File: config.mk
export PLATFORM = sky130hd
export DESIGN_NAME = mem_access_unit_flat
export DESIGN_NICKNAME = d
export VERILOG_FILES = /design/src/rtl/mem_access_unit_pkg.sv /design/src/rtl/mem_access_unit_if.sv /design/src/rtl/mem_access_unit_load_align.sv /design/src/rtl/mem_access_unit.sv /design/src/flat_wrapper.sv
export SDC_FILE = /design/constraint.sdc
export NUM_CORES = 1
export LEC_CHECK = 0
export BUFFER_PORTS_ARGS = -buffer_cell sky130_fd_sc_hd__buf_2
export CORE_ASPECT_RATIO = 1.75
export CORE_MARGIN = 2
export CORE_UTILIZATION = 30
export DETAILED_ROUTE_END_ITERATION = 10
export PLACE_DENSITY = 0.6
export SKIP_LAST_GASP = 1
export SYNTH_ARGS = -nofsm -noshare
export SYNTH_HDL_FRONTEND = slang
export SYNTH_SLANG_ARGS = --single-unit
File: constraint.sdc
create_clock -name clk -period 1.9 [get_ports clk]
set_input_delay 0.285 -clock clk [delete_from_list [all_inputs] [get_ports clk]]
set_output_delay 0.285 -clock clk [all_outputs]
set_load 0.01 [all_outputs]
File: src/rtl/mem_access_unit_pkg.sv
// Shared types and decode helpers for the load/store unit.
package mem_access_unit_pkg;

    typedef enum logic [1:0] {
        IDLE,
        ACCESS,
        DONE
    } lsu_state_t;

    typedef enum logic [1:0] {
        OK         = 2'd0,
        MISALIGNED = 2'd1,
        ILLEGAL    = 2'd2
    } lsu_err_t;

    typedef enum logic [2:0] {
        LB  = 3'b000,
        LH  = 3'b001,
        LW  = 3'b010,
        LD  = 3'b011,
        LBU = 3'b100,
        LHU = 3'b101,
        LWU = 3'b110
    } load_funct3_t;

    typedef enum logic [2:0] {
        SB = 3'b000,
        SH = 3'b001,
        SW = 3'b010,
        SD = 3'b011
    } store_funct3_t;

    // Doubleword and unsigned-word forms exist only on the 64-bit core.
    function automatic logic f3_legal(
        input logic        store,
        input logic [2:0]  f3,
        input int unsigned xlen
    );
        logic ok;
        ok = 1'b0;
        if (store) begin
            ok = !f3[2] && ((f3[1:0] != 2'b11) || (xlen == 64));
        end else begin
            unique case (f3)
                LB, LH, LW, LBU, LHU: ok = 1'b1;
                LD, LWU:              ok = (xlen == 64);
                default:              ok = 1'b0;
            endcase
        end
        return ok;
    endfunction

    function automatic logic is_misaligned(
        input logic [1:0] size,
        input logic [2:0] low
    );
        logic bad;
        bad = 1'b0;
        unique case (size)
            2'd0: bad = 1'b0;
            2'd1: bad = low[0];
            2'd2: bad = |low[1:0];
            2'd3: bad = |low;
            default: bad = 1'b0;
        endcase
        return bad;
    endfunction

endpackage

File: src/rtl/mem_access_unit_if.sv
// Request, memory and response bundle of the load/store unit.
interface mem_access_unit_if #(
    parameter int XLEN   = 32,
    parameter int ADDR_W = 32
);
    localparam int NB = XLEN / 8;

    logic              req_valid;
    logic              req_ready;
    logic              req_store;
    logic [2:0]        req_funct3;
    logic [ADDR_W-1:0] req_addr;
    logic [XLEN-1:0]   req_wdata;

    logic              mem_read;
    logic              mem_write;
    logic [ADDR_W-1:0] mem_address;
    logic [NB-1:0]     mem_byte_enable;
    logic [XLEN-1:0]   mem_wdata;
    logic [XLEN-1:0]   mem_rdata;
    logic              mem_resp;

    logic              rsp_valid;
    logic [XLEN-1:0]   rsp_rdata;
    logic [1:0]        rsp_error;

    modport master (
        output req_valid, req_store, req_funct3, req_addr, req_wdata,
        output mem_rdata, mem_resp,
        input  req_ready,
        input  mem_read, mem_write, mem_address, mem_byte_enable, mem_wdata,
        input  rsp_valid, rsp_rdata, rsp_error
    );

    modport slave (
        input  req_valid, req_store, req_funct3, req_addr, req_wdata,
        input  mem_rdata, mem_resp,
        output req_ready,
        output mem_read, mem_write, mem_address, mem_byte_enable, mem_wdata,
        output rsp_valid, rsp_rdata, rsp_error
    );

endinterface

File: src/rtl/mem_access_unit_load_align.sv
// Lane select and sign/zero extension of returned load data.
module load_align
    import mem_access_unit_pkg::*;
#(
    parameter int XLEN = 32
) (
    input  logic [2:0]                  funct3,
    input  logic [$clog2(XLEN/8)-1:0]   offset,
    input  logic [XLEN-1:0]             word,
    output logic [XLEN-1:0]             result
);
    localparam int OW = $clog2(XLEN / 8);

    logic [XLEN-1:0] shifted;

    assign shifted = word >> {offset, 3'b000};

    always_comb begin
        result = '0;
        unique case (funct3)
            LB:  result = XLEN'($signed(shifted[7:0]));
            LH:  result = XLEN'($signed(shifted[15:0]));
            LW:  result = XLEN'($signed(shifted[31:0]));
            LBU: result = XLEN'(shifted[7:0]);
            LHU: result = XLEN'(shifted[15:0]);
            LWU: result = XLEN'(shifted[31:0]);
            LD:  result = (XLEN == 64) ? shifted : '0;
            default: result = '0;
        endcase
    end

    logic unused_ow;
    assign unused_ow = (OW == 0);

endmodule

File: src/rtl/mem_access_unit.sv
// Load/store unit: request decode, registered memory strobes, response pulse.
module mem_access_unit
    import mem_access_unit_pkg::*;
#(
    parameter int XLEN   = 32,
    parameter int ADDR_W = 32
) (
    input logic            clk,
    input logic            rst,
    mem_access_unit_if.slave bus
);
    localparam int NB = XLEN / 8;
    localparam int OW = $clog2(NB);

    lsu_state_t        state, state_d;
    lsu_err_t          err_q, err_d;
    logic              store_q, store_d;
    logic [2:0]        f3_q, f3_d;
    logic [OW-1:0]     off_q, off_d;
    logic              read_q, read_d;
    logic              write_q, write_d;
    logic [ADDR_W-1:0] addr_q, addr_d;
    logic [NB-1:0]     be_q, be_d;
    logic [XLEN-1:0]   wdata_q, wdata_d;
    logic [XLEN-1:0]   rdata_q, rdata_d;

    logic              legal;
    logic              misal;
    logic [7:0]        size_mask;
    logic [NB-1:0]     be_req;
    logic [XLEN-1:0]   rep;
    logic [XLEN-1:0]   load_val;

    load_align #(
        .XLEN(XLEN)
    ) u_align (
        .funct3 (f3_q),
        .offset (off_q),
        .word   (bus.mem_rdata),
        .result (load_val)
    );

    // Decode of the incoming request, consumed only on acceptance.
    always_comb begin
        legal     = f3_legal(bus.req_store, bus.req_funct3, XLEN);
        misal     = is_misaligned(bus.req_funct3[1:0], bus.req_addr[2:0]);
        size_mask = 8'h01;
        rep       = bus.req_wdata;
        unique case (bus.req_funct3[1:0])
            2'd0: begin
                size_mask = 8'h01;
                rep       = {NB{bus.req_wdata[7:0]}};
            end
            2'd1: begin
                size_mask = 8'h03;
                rep       = {(NB/2){bus.req_wdata[15:0]}};
            end
            2'd2: begin
                size_mask = 8'h0f;
                rep       = {(NB/4){bus.req_wdata[31:0]}};
            end
            2'd3: begin
                size_mask = 8'hff;
                rep       = bus.req_wdata;
            end
            default: begin
                size_mask = 8'h01;
                rep       = bus.req_wdata;
            end
        endcase
        be_req = NB'(size_mask) << bus.req_addr[OW-1:0];
    end

    always_comb begin
        state_d = state;
        err_d   = err_q;
        store_d = store_q;
        f3_d    = f3_q;
        off_d   = off_q;
        read_d  = read_q;
        write_d = write_q;
        addr_d  = addr_q;
        be_d    = be_q;
        wdata_d = wdata_q;
        rdata_d = rdata_q;
        unique case (state)
            IDLE: begin
                if (bus.req_valid) begin
                    store_d = bus.req_store;
                    f3_d    = bus.req_funct3;
                    off_d   = bus.req_addr[OW-1:0];
                    if (!legal) begin
                        state_d = DONE;
                        err_d   = ILLEGAL;
                        rdata_d = '0;
                    end else if (misal) begin
                        state_d = DONE;
                        err_d   = MISALIGNED;
                        rdata_d = '0;
                    end else begin
                        state_d = ACCESS;
                        read_d  = !bus.req_store;
                        write_d = bus.req_store;
                        addr_d  = {bus.req_addr[ADDR_W-1:OW], {OW{1'b0}}};
                        be_d    = bus.req_store ? be_req : '1;
                        wdata_d = rep;
                    end
                end
            end
            ACCESS: begin
                if (bus.mem_resp) begin
                    state_d = DONE;
                    read_d  = 1'b0;
                    write_d = 1'b0;
                    err_d   = OK;
                    rdata_d = store_q ? '0 : load_val;
                end
            end
            DONE: begin
                state_d = IDLE;
            end
            default: begin
                state_d = IDLE;
            end
        endcase
    end

    always_ff @(posedge clk) begin
        if (!rst) begin
            state   <= IDLE;
            err_q   <= OK;
            store_q <= 1'b0;
            f3_q    <= '0;
            off_q   <= '0;
            read_q  <= 1'b0;
            write_q <= 1'b0;
            addr_q  <= '0;
            be_q    <= '0;
            wdata_q <= '0;
            rdata_q <= '0;
        end else begin
            state   <= state_d;
            err_q   <= err_d;
            store_q <= store_d;
            f3_q    <= f3_d;
            off_q   <= off_d;
            read_q  <= read_d;
            write_q <= write_d;
            addr_q  <= addr_d;
            be_q    <= be_d;
            wdata_q <= wdata_d;
            rdata_q <= rdata_d;
        end
    end

    assign bus.req_ready       = (state == IDLE);
    assign bus.rsp_valid       = (state == DONE);
    assign bus.rsp_error       = err_q;
    assign bus.rsp_rdata       = rdata_q;
    assign bus.mem_read        = read_q;
    assign bus.mem_write       = write_q;
    assign bus.mem_address     = addr_q;
    assign bus.mem_byte_enable = be_q;
    assign bus.mem_wdata       = wdata_q;

endmodule

File: src/flat_wrapper.sv
// flat-port wrapper written by rule: the top's interface ports become plain ports
module mem_access_unit_flat import mem_access_unit_pkg::*;
#(
    parameter int XLEN   = 32,
    parameter int ADDR_W = 32
)
  (clk, rst, bus_req_valid, bus_req_store, bus_req_funct3, bus_req_addr, bus_req_wdata, bus_mem_rdata, bus_mem_resp, bus_req_ready, bus_mem_read, bus_mem_write, bus_mem_address, bus_mem_byte_enable, bus_mem_wdata, bus_rsp_valid, bus_rsp_rdata, bus_rsp_error);
  mem_access_unit_if #(.XLEN(XLEN), .ADDR_W(ADDR_W)) bus_i ();
  input logic clk;
  input logic rst;
  input wire logic [$bits(bus_i.req_valid)-1:0] bus_req_valid;
  input wire logic [$bits(bus_i.req_store)-1:0] bus_req_store;
  input wire logic [$bits(bus_i.req_funct3)-1:0] bus_req_funct3;
  input wire logic [$bits(bus_i.req_addr)-1:0] bus_req_addr;
  input wire logic [$bits(bus_i.req_wdata)-1:0] bus_req_wdata;
  input wire logic [$bits(bus_i.mem_rdata)-1:0] bus_mem_rdata;
  input wire logic [$bits(bus_i.mem_resp)-1:0] bus_mem_resp;
  output wire logic [$bits(bus_i.req_ready)-1:0] bus_req_ready;
  output wire logic [$bits(bus_i.mem_read)-1:0] bus_mem_read;
  output wire logic [$bits(bus_i.mem_write)-1:0] bus_mem_write;
  output wire logic [$bits(bus_i.mem_address)-1:0] bus_mem_address;
  output wire logic [$bits(bus_i.mem_byte_enable)-1:0] bus_mem_byte_enable;
  output wire logic [$bits(bus_i.mem_wdata)-1:0] bus_mem_wdata;
  output wire logic [$bits(bus_i.rsp_valid)-1:0] bus_rsp_valid;
  output wire logic [$bits(bus_i.rsp_rdata)-1:0] bus_rsp_rdata;
  output wire logic [$bits(bus_i.rsp_error)-1:0] bus_rsp_error;
  assign bus_i.req_valid = bus_req_valid;
  assign bus_i.req_store = bus_req_store;
  assign bus_i.req_funct3 = bus_req_funct3;
  assign bus_i.req_addr = bus_req_addr;
  assign bus_i.req_wdata = bus_req_wdata;
  assign bus_i.mem_rdata = bus_mem_rdata;
  assign bus_i.mem_resp = bus_mem_resp;
  assign bus_req_ready = bus_i.req_ready;
  assign bus_mem_read = bus_i.mem_read;
  assign bus_mem_write = bus_i.mem_write;
  assign bus_mem_address = bus_i.mem_address;
  assign bus_mem_byte_enable = bus_i.mem_byte_enable;
  assign bus_mem_wdata = bus_i.mem_wdata;
  assign bus_rsp_valid = bus_i.rsp_valid;
  assign bus_rsp_rdata = bus_i.rsp_rdata;
  assign bus_rsp_error = bus_i.rsp_error;
  mem_access_unit #(.XLEN(XLEN), .ADDR_W(ADDR_W)) u_core (.clk(clk), .rst(rst), .bus(bus_i));
endmodule
==> metrics.csv, run 1 <==
stage;metric;value;unit
outcome;outcome;completed;
power;Net Sw Frac;29.21;%
job;Max-cap violations;0;
die;Horiz. Die Dim;101.3;µm
die;placement row count;62;
global_routing;Global Route Usage Sum;17.78;%
route;post-detailed-route via-to-cell ratio;5.081;
timing;post-route worst hold slack;169.9;ps
place;Inst Count DP;958;
route;via count;4949;
synth;library cells used by synthesis;45;
power;share of power burned in registers;46.5;%
die;die height;174.3;µm
clock_network;hold bufs inserted after CTS;0;
route;Iter 0 DRT Violations;158;
place;post-placement setup slack;36.68;ps
synth;Seq/Total Area, Yosys;44.28;%
timing;part of the cycle the worst path needs;91.17;%
layout;final cell count without fillers;974;
critical_path;critical path startpoint category;flip-flop;
clock_network;CTS root buf;sky130_fd_sc_hd__clkbuf_16;
clock_network;post-CTS clock slew at the launch and capture registers of the worst setup and hold paths;80;ps
timing;achievable frequency;0.5773;GHz
die;Die Area;17660;µm²
synth;total of flip-flops plus latches after synthesis;110;
place;count of port buffers added during placement;207;
power;net switching power;1.549;mW
layout;layout cells sized above 1;35.21;%
clock_network;post-CTS setup repair buffer count;0;
critical_path;data arrival time at the worst-slack endpoint;1970;ps
clock_network;H-tree level count;3;
power;peak ir drop on the vdd network;0.3509;mV
timing;setup repair after global routing missed its margin;no;
clock_network;post_cts resized;0;
power;overall power after layout;5.302;mW
power;power per standard cell area;802.9;nW/µm²
synth;number of warnings printed during yosys synthesis;0;
timing;number of setup violations in the final report;0;
critical_path;cell type of the slowest stage on the worst timing path;sky130_fd_sc_hd__dfxtp_1;
timing;skew final;6.432;ps
critical_path;sort of element at the end of the critical path;flip-flop;
route;detail-routed net length per standard cell;16.39;µm
timing;transition time at the pin with the least slew margin;615.5;ps
clock_network;Max clock buf depth;2;
critical_path;required time of the critical path;2140;ps
route;remaining antenna violation count after routing;0;
route;DRC violations left;0;
critical_path;buffering stage count on the worst path with inverters included;1;
die;Core Area;16290;µm²
global_routing;GRT Residual Overflow;0;
timing;final count of pins violating max slew;0;
global_routing;initial antenna violation count;1;
synth;post-synthesis instance area;4974;µm²
timing;setup slack of the critical path after layout;167.7;ps
critical_path;Worst Path Class, Setup;flip-flop to flip-flop;
timing;Slew headroom;58.88;%
worst_hold_path;Hold WC Path Type;primary input to flip-flop;
synth;Top FF cell, synth;sky130_fd_sc_hd__dfxtp_1;
clock_network;clock buffer count from CTS;9;
layout;filler cell count;1728;
layout;signed area change from the synthesized netlist to the final layout;32.78;%
global_routing;via count of the first global-routing pass;4770;
synth;average size of a mapped cell;8.620;µm²
place;global placer's final weighted congestion;0.8907;
synth;share of synthesized flip-flops with an asynchronous set or reset;0;%
power;Combinational Power Share;19.8;%
power;leakage power;2.912;nW
place;Final HPWL DP;12230;µm
critical_path;critical path fanouts, max;16;
synth;count of flip-flops with a built-in enable after synthesis;0;
critical_path;max incr delay on CP;500;ps
power;internal power component;3.753;mW
clock_network;clock latency of the later-clocked register in the worst-skew pair;340;ps
die;number of ports placed on the die boundary;210;
die;Initial Utilization;30.53;%
clock_network;CTS tree;built;
timing;shortest period the worst path allows;1732;ps
critical_path;cell family contributing the most delay on the critical path;flip-flops;
timing;Final Hold Fails;0;
clock_network;CTS sink count;110;
global_routing;first-pass GRT wire length;24720;µm
critical_path;cell chain of the critical path;mux2_2 -> o221ai_1 -> buf_4 -> o22ai_1 -> a22o_1;
layout;nets;881;
route;Initial DRT Pass Iterations;4;
synth;gate count after technology mapping;577;
power;share of power burned in the clock network;33.7;%
timing;total negative slack for setup checks;0;ps
global_routing;maximum number of pins on one net before global-route repair;49;
route;Total Wirelength;15970;µm
==> through the flow <==
stage | utilization [%] | area, µm²
CTS | 40.52 | 6601
floorplan | - | 4977
global route | 40.52 | 6601
detailed placement | 38.86 | 6330
global placement | 38.86 | 6330
finish | 40.54 | 6604
==> cell families after synthesis <==
kind of cell / count (synthesis) / share of synthesized area (%)
xor+xnor: 1 / 0.1761
buf+inv: 54 / 5.610
mux: 50 / 10.57
other cells: 1 / 0.07540
compound gates: 181 / 24.23
flops: 110 / 44.28
simple gates: 180 / 15.07
==> worst register-to-register path: cells and delay by family (launching register included) <==
| family | cells | cell delay [ps] |
|---|---|---|
| flip-flops | 1 | 500 |
| AO/OA/AOI/OAI | 3 | 490 |
| multiplexers | 1 | 400 |
| buffers and inverters | 1 | 240 |
==> metal layers <==
metal	wire length [µm]	share of wire (%)	GRT usage, %	vias to the layer above
met4	583	3.7	8.052	2
met1	6036	38	18.91	2289
met5	33	0.21	0	-
li1	-	-	-	2443
met2	8400	53	32.48	183
met3	911	5.7	3.900	32
==> flip-flops by register name, indices dropped and copies added, names as in the netlist <==
register,cells
u_core.store_q,1
u_core.bus.mem_read,1
u_core.bus.mem_byte_enable,4
u_core.off_q,2
u_core.f3_q,3
u_core.bus.mem_write,1
u_core.state,2
u_core.bus.rsp_error,2
u_core.bus.rsp_rdata,32
u_core.bus.mem_wdata,32
u_core.bus.mem_address,30
==> cell usage in the layout, fill, tap and decap left out, types with 3 or more instances in the layout <==
master                      count
sky130_fd_sc_hd__buf_2        207
sky130_fd_sc_hd__nand2_1      120
sky130_fd_sc_hd__dfxtp_1      110
sky130_fd_sc_hd__a21oi_1       67
sky130_fd_sc_hd__mux2i_1       39
sky130_fd_sc_hd__nor2_1        36
sky130_fd_sc_hd__o21ai_0       30
sky130_fd_sc_hd__buf_4         25
sky130_fd_sc_hd__o2bb2ai_1     23
sky130_fd_sc_hd__a22o_1        17
sky130_fd_sc_hd__mux2_2        10
sky130_fd_sc_hd__a211oi_1       9
sky130_fd_sc_hd__a311oi_1       9
sky130_fd_sc_hd__o22ai_1        9
sky130_fd_sc_hd__clkbuf_16      9
sky130_fd_sc_hd__buf_12         8
sky130_fd_sc_hd__o211ai_1       7
sky130_fd_sc_hd__nor2b_1        5
sky130_fd_sc_hd__nor3_1         3
sky130_fd_sc_hd__nand2b_1       3
==> path summary, 6_finish.rpt <==
check,startpoint,end,slack (ps),cells past startpoint
setup / recovery,u_core.off_q[0],u_core.bus.rsp_rdata[19],170,5
hold / removal,bus_req_addr[7],u_core.bus.mem_address[7],170,3
setup reg to reg,u_core.off_q[0],u_core.bus.rsp_rdata[19],170,5
hold reg to reg,u_core.bus.mem_address[22],u_core.bus.mem_address[22],450,2
==> synth_stat cells (10+ instances only) <==
master                      count  area [µm²]
sky130_fd_sc_hd__a21oi_1       67       335.3
sky130_fd_sc_hd__a22o_1        17       148.9
sky130_fd_sc_hd__buf_2         13       65.06
sky130_fd_sc_hd__buf_4         12       90.09
sky130_fd_sc_hd__clkbuf_1      20       75.07
sky130_fd_sc_hd__dfxtp_1      110        2202
sky130_fd_sc_hd__mux2_2        10       112.6
sky130_fd_sc_hd__mux2i_1       39       390.4
sky130_fd_sc_hd__nand2_1      120       450.4
sky130_fd_sc_hd__nor2_1        36       135.1
sky130_fd_sc_hd__o21ai_0       30       150.1
sky130_fd_sc_hd__o2bb2ai_1     23       201.4
==> power groups by stage <==
stage | registers (mW) | logic, mW | clock network, mW
6_report | 2.47 | 1.05 | 1.79
2_1_floorplan | 2.56 | 0.557 | 0
3_5_place_dp | 2.52 | 1.06 | 0
3_3_place_gp | 2.52 | 1.05 | 0
4_1_cts | 2.47 | 1.06 | 1.86
5_1_grt | 2.48 | 1.15 | 1.94
==> layout make-up <==
type | instances | area, µm² | share of cell area (%)
tap | 192 | 240.2 | 3.638
inverter | 2 | 7.507 | 0.1137
clock buffer | 9 | 225.2 | 3.410
clock inverter | 6 | 46.29 | 0.7010
timing repair buffer | 240 | 1384 | 20.95
antenna | 1 | 2.502 | 0.03789
multi-input combinational | 414 | 2496 | 37.80
sequential | 110 | 2202 | 33.35
Power figures use the tool's default switching activity.
==> run 2: changes to the inputs <==
--- a/config.mk
+++ b/config.mk
@@ -5,12 +5,12 @@
 export SDC_FILE = /design/constraint.sdc
 export NUM_CORES = 1
 export LEC_CHECK = 0
-export BUFFER_PORTS_ARGS = -buffer_cell sky130_fd_sc_hd__buf_2
 export CORE_ASPECT_RATIO = 1.75
-export CORE_MARGIN = 2
+export CORE_MARGIN = 3
 export CORE_UTILIZATION = 30
 export DETAILED_ROUTE_END_ITERATION = 10
-export PLACE_DENSITY = 0.6
+export DONT_BUFFER_PORTS = 1
+export PLACE_DENSITY = 0.5
 export SKIP_LAST_GASP = 1
 export SYNTH_ARGS = -nofsm -noshare
 export SYNTH_HDL_FRONTEND = slang
==> run 2 against run 1 <==
Compared with the run above:
- critical path depth decreased by 1
- clock power increased by 13%
- power decreased by 0.65%
- fmax decreased by 2.1%
- utilization decreased by 6.1 points
- critical endpoint is now u_core.bus.rsp_rdata[10]
==> metrics.csv, run 2 (synthesis results as in run 1) <==
stage;metric;value;unit;change
clock_network;CTS sink count;110;;unchanged
route;via count;4102;;was 4,949
die;number of ports placed on the die boundary;210;;unchanged
clock_network;hold bufs inserted after CTS;0;;unchanged
route;Initial DRT Pass Iterations;4;;unchanged
clock_network;clock buffer count from CTS;9;;unchanged
route;DRC violations left;0;;unchanged
timing;number of setup violations in the final report;0;;unchanged
die;Horiz. Die Dim;103.3;µm;was 101.3 µm
timing;achievable frequency;0.5649;GHz;was 0.5773 GHz
power;power per standard cell area;950.2;nW/µm²;was 802.9 nW/µm²
layout;area of combinational cells with multiple inputs;2496;µm²;unchanged
critical_path;buffering stage count on the worst path with inverters included;0;;was 1
timing;shortest period the worst path allows;1770;ps;was 1732 ps
worst_hold_path;Hold WC Path Type;primary input to flip-flop;;unchanged
global_routing;Global Route Usage Sum;16.04;%;was 17.78%
critical_path;max incr delay on CP;570;ps;was 500 ps
route;Iter 0 DRT Violations;101;;was 158
critical_path;critical path startpoint category;flip-flop;;unchanged
critical_path;critical path fanouts, max;8;;was 16
timing;Final Hold Fails;0;;unchanged
clock_network;post_cts resized;0;;unchanged
critical_path;Worst Path Class, Setup;flip-flop to flip-flop;;unchanged
route;remaining antenna violation count after routing;0;;unchanged
clock_network;post-CTS clock slew at the launch and capture registers of the worst setup and hold paths;80;ps;about the same
layout;filler cell count;1652;;was 1,728
clock_network;CTS root buf;sky130_fd_sc_hd__clkbuf_16;;unchanged
layout;signed area change from the synthesized netlist to the final layout;11.47;%;was 32.78%
timing;Slew headroom;61.58;%;was 58.88%
critical_path;data arrival time at the worst-slack endpoint;2000;ps;was 1970 ps
critical_path;cell type of the slowest stage on the worst timing path;sky130_fd_sc_hd__mux4_2;;was sky130_fd_sc_hd__dfxtp_1
clock_network;H-tree level count;3;;unchanged
place;Final HPWL DP;11560;µm;was 12,230 µm
critical_path;sort of element at the end of the critical path;flip-flop;;unchanged
timing;setup slack of the critical path after layout;129.7;ps;was 167.7 ps
die;placement row count;61;;was 62
power;peak ir drop on the vdd network;0.4458;mV;was 0.3509 mV
timing;skew final;12.01;ps;was 6.432 ps
clock_network;CTS tree;built;;unchanged
timing;setup repair after global routing missed its margin;no;;unchanged
place;global placer's final weighted congestion;0.8473;;was 0.8907
critical_path;cell chain of the critical path;mux4_2 -> and3b_1 -> a21oi_1 -> o2bb2ai_1;;was mux2_2 -> o221ai_1 -> buf_4 -> o22ai_1 -> a22o_1
layout;highest-count cells in the layout ignoring fill and taps;120 x sky130_fd_sc_hd__nand2_1, 110 x sky130_fd_sc_hd__dfxtp_1, 67 x sky130_fd_sc_hd__a21oi_1, 39 x sky130_fd_sc_hd__mux2i_1, 36 x sky130_fd_sc_hd__nor2_1;;was 207 x sky130_fd_sc_hd__buf_2, 120 x sky130_fd_sc_hd__nand2_1, 110 x sky130_fd_sc_hd__dfxtp_1, 67 x sky130_fd_sc_hd__a21oi_1, 39 x sky130_fd_sc_hd__mux2i_1
critical_path;required time of the critical path;2130;ps;was 2140 ps
layout;ant diodes;0;;was 1
route;post-detailed-route via-to-cell ratio;5.239;;was 5.081
layout;most common library cell in the layout ignoring fill and taps;sky130_fd_sc_hd__nand2_1;;was sky130_fd_sc_hd__buf_2
clock_network;Max clock buf depth;2;;unchanged
layout;utilization of the core after routing;34.43;%;was 40.54%
die;Core Area;16100;µm²;was 16,290 µm²
global_routing;initial antenna violation count;0;;was 1
place;Inst Count DP;767;;was 958
die;die height;176.3;µm;was 174.3 µm
route;Total Wirelength;15090;µm;was 15,970 µm
power;leakage power;1.906;nW;was 2.912 nW
worst_hold_path;min-delay src;bus_req_store;;was bus_req_addr[7]
place;post-placement setup slack;124.8;ps;was 36.68 ps
layout;layout cells sized above 1;10.12;%;was 35.21%
global_routing;first-pass GRT wire length;22560;µm;was 24,720 µm
layout;total area of sequential cells;2202;µm²;unchanged
place;count of port buffers added during placement;0;;was 207
global_routing;via count of the first global-routing pass;4160;;was 4,770
timing;total negative slack for setup checks;0;ps;unchanged
route;detail-routed net length per standard cell;19.27;µm;was 16.39 µm
timing;part of the cycle the worst path needs;93.17;%;was 91.17%
global_routing;GRT Residual Overflow;0;;unchanged
outcome;outcome;completed;;unchanged
layout;final cell count without fillers;783;;was 974
clock_network;post-CTS setup repair buffer count;0;;unchanged
global_routing;maximum number of pins on one net before global-route repair;49;;unchanged
critical_path;Critical Path Source;u_core.off_q[1];;was u_core.off_q[0]
die;Initial Utilization;30.88;%;was 30.53%
clock_network;clock latency of the later-clocked register in the worst-skew pair;350;ps;was 340 ps
layout;nets;662;;was 881
job;Max-cap violations;0;;unchanged
timing;transition time at the pin with the least slew margin;574.2;ps;was 615.5 ps
critical_path;cell family contributing the most delay on the critical path;multiplexers;;was flip-flops
die;Die Area;18220;µm²;was 17,660 µm²
timing;final count of pins violating max slew;0;;unchanged
critical_path;worst reg2reg startpoint;u_core.off_q[1];;was u_core.off_q[0]
[run 2: changes by cell type in the layout (fill, tap and decap cells not counted)]
cell	delta
sky130_fd_sc_hd__diode_2	-1
sky130_fd_sc_hd__buf_4	-10
sky130_fd_sc_hd__clkinv_2	-1
sky130_fd_sc_hd__buf_2	-207
sky130_fd_sc_hd__bufinv_16	+1
sky130_fd_sc_hd__clkinv_8	+3
sky130_fd_sc_hd__buf_12	-2
sky130_fd_sc_hd__clkinvlp_4	-2
[run 2: report_power, final]
| part | internal [mW] | switching, mW |
|---|---|---|
| registers | 2.41 | 0.135 |
| clock network | 1.07 | 0.961 |
| logic | 0.292 | 0.401 |
[run 2: area by class of cell]
cell class                 instances  area share [%]
multi-input combinational        414           45.02
sequential                       110           39.72
tap                              220           4.965
timing repair buffer              21           4.198
clock buffer                       9           4.062
clock inverter                     7           1.896
inverter                           2          0.1354
[run 2: path summary, 6_finish.rpt]
path	slack [ps]	endpoint	cells after the start
max	130	u_core.bus.rsp_rdata[10]	4
min	40	u_core.bus.mem_byte_enable[2]	1
max reg2reg	130	u_core.bus.rsp_rdata[10]	4
min reg2reg	510	u_core.bus.mem_address[3]	2
[run 2: layer usage]
metal | up-vias | global-route usage [%] | share of wire [%]
met5 | - | 0 | 0
met3 | 22 | 6.920 | 11
met2 | 172 | 29.64 | 53
li1 | 2008 | - | -
met1 | 1900 | 15.24 | 34
met4 | 0 | 5.781 | 2.5
[run 2: through the flow]
step | area (µm²) | hold WS (ps) | power, mW
2_1_floorplan | 4977 | 421.0 | 3.116
3_3_place_gp | 5214 | 396.6 | 3.286
3_5_place_dp | 5214 | 400.8 | 3.300
4_1_cts | 5544 | 16.18 | 5.355
5_1_grt | 5544 | 31.53 | 5.508
6_report | 5544 | 40.40 | 5.268
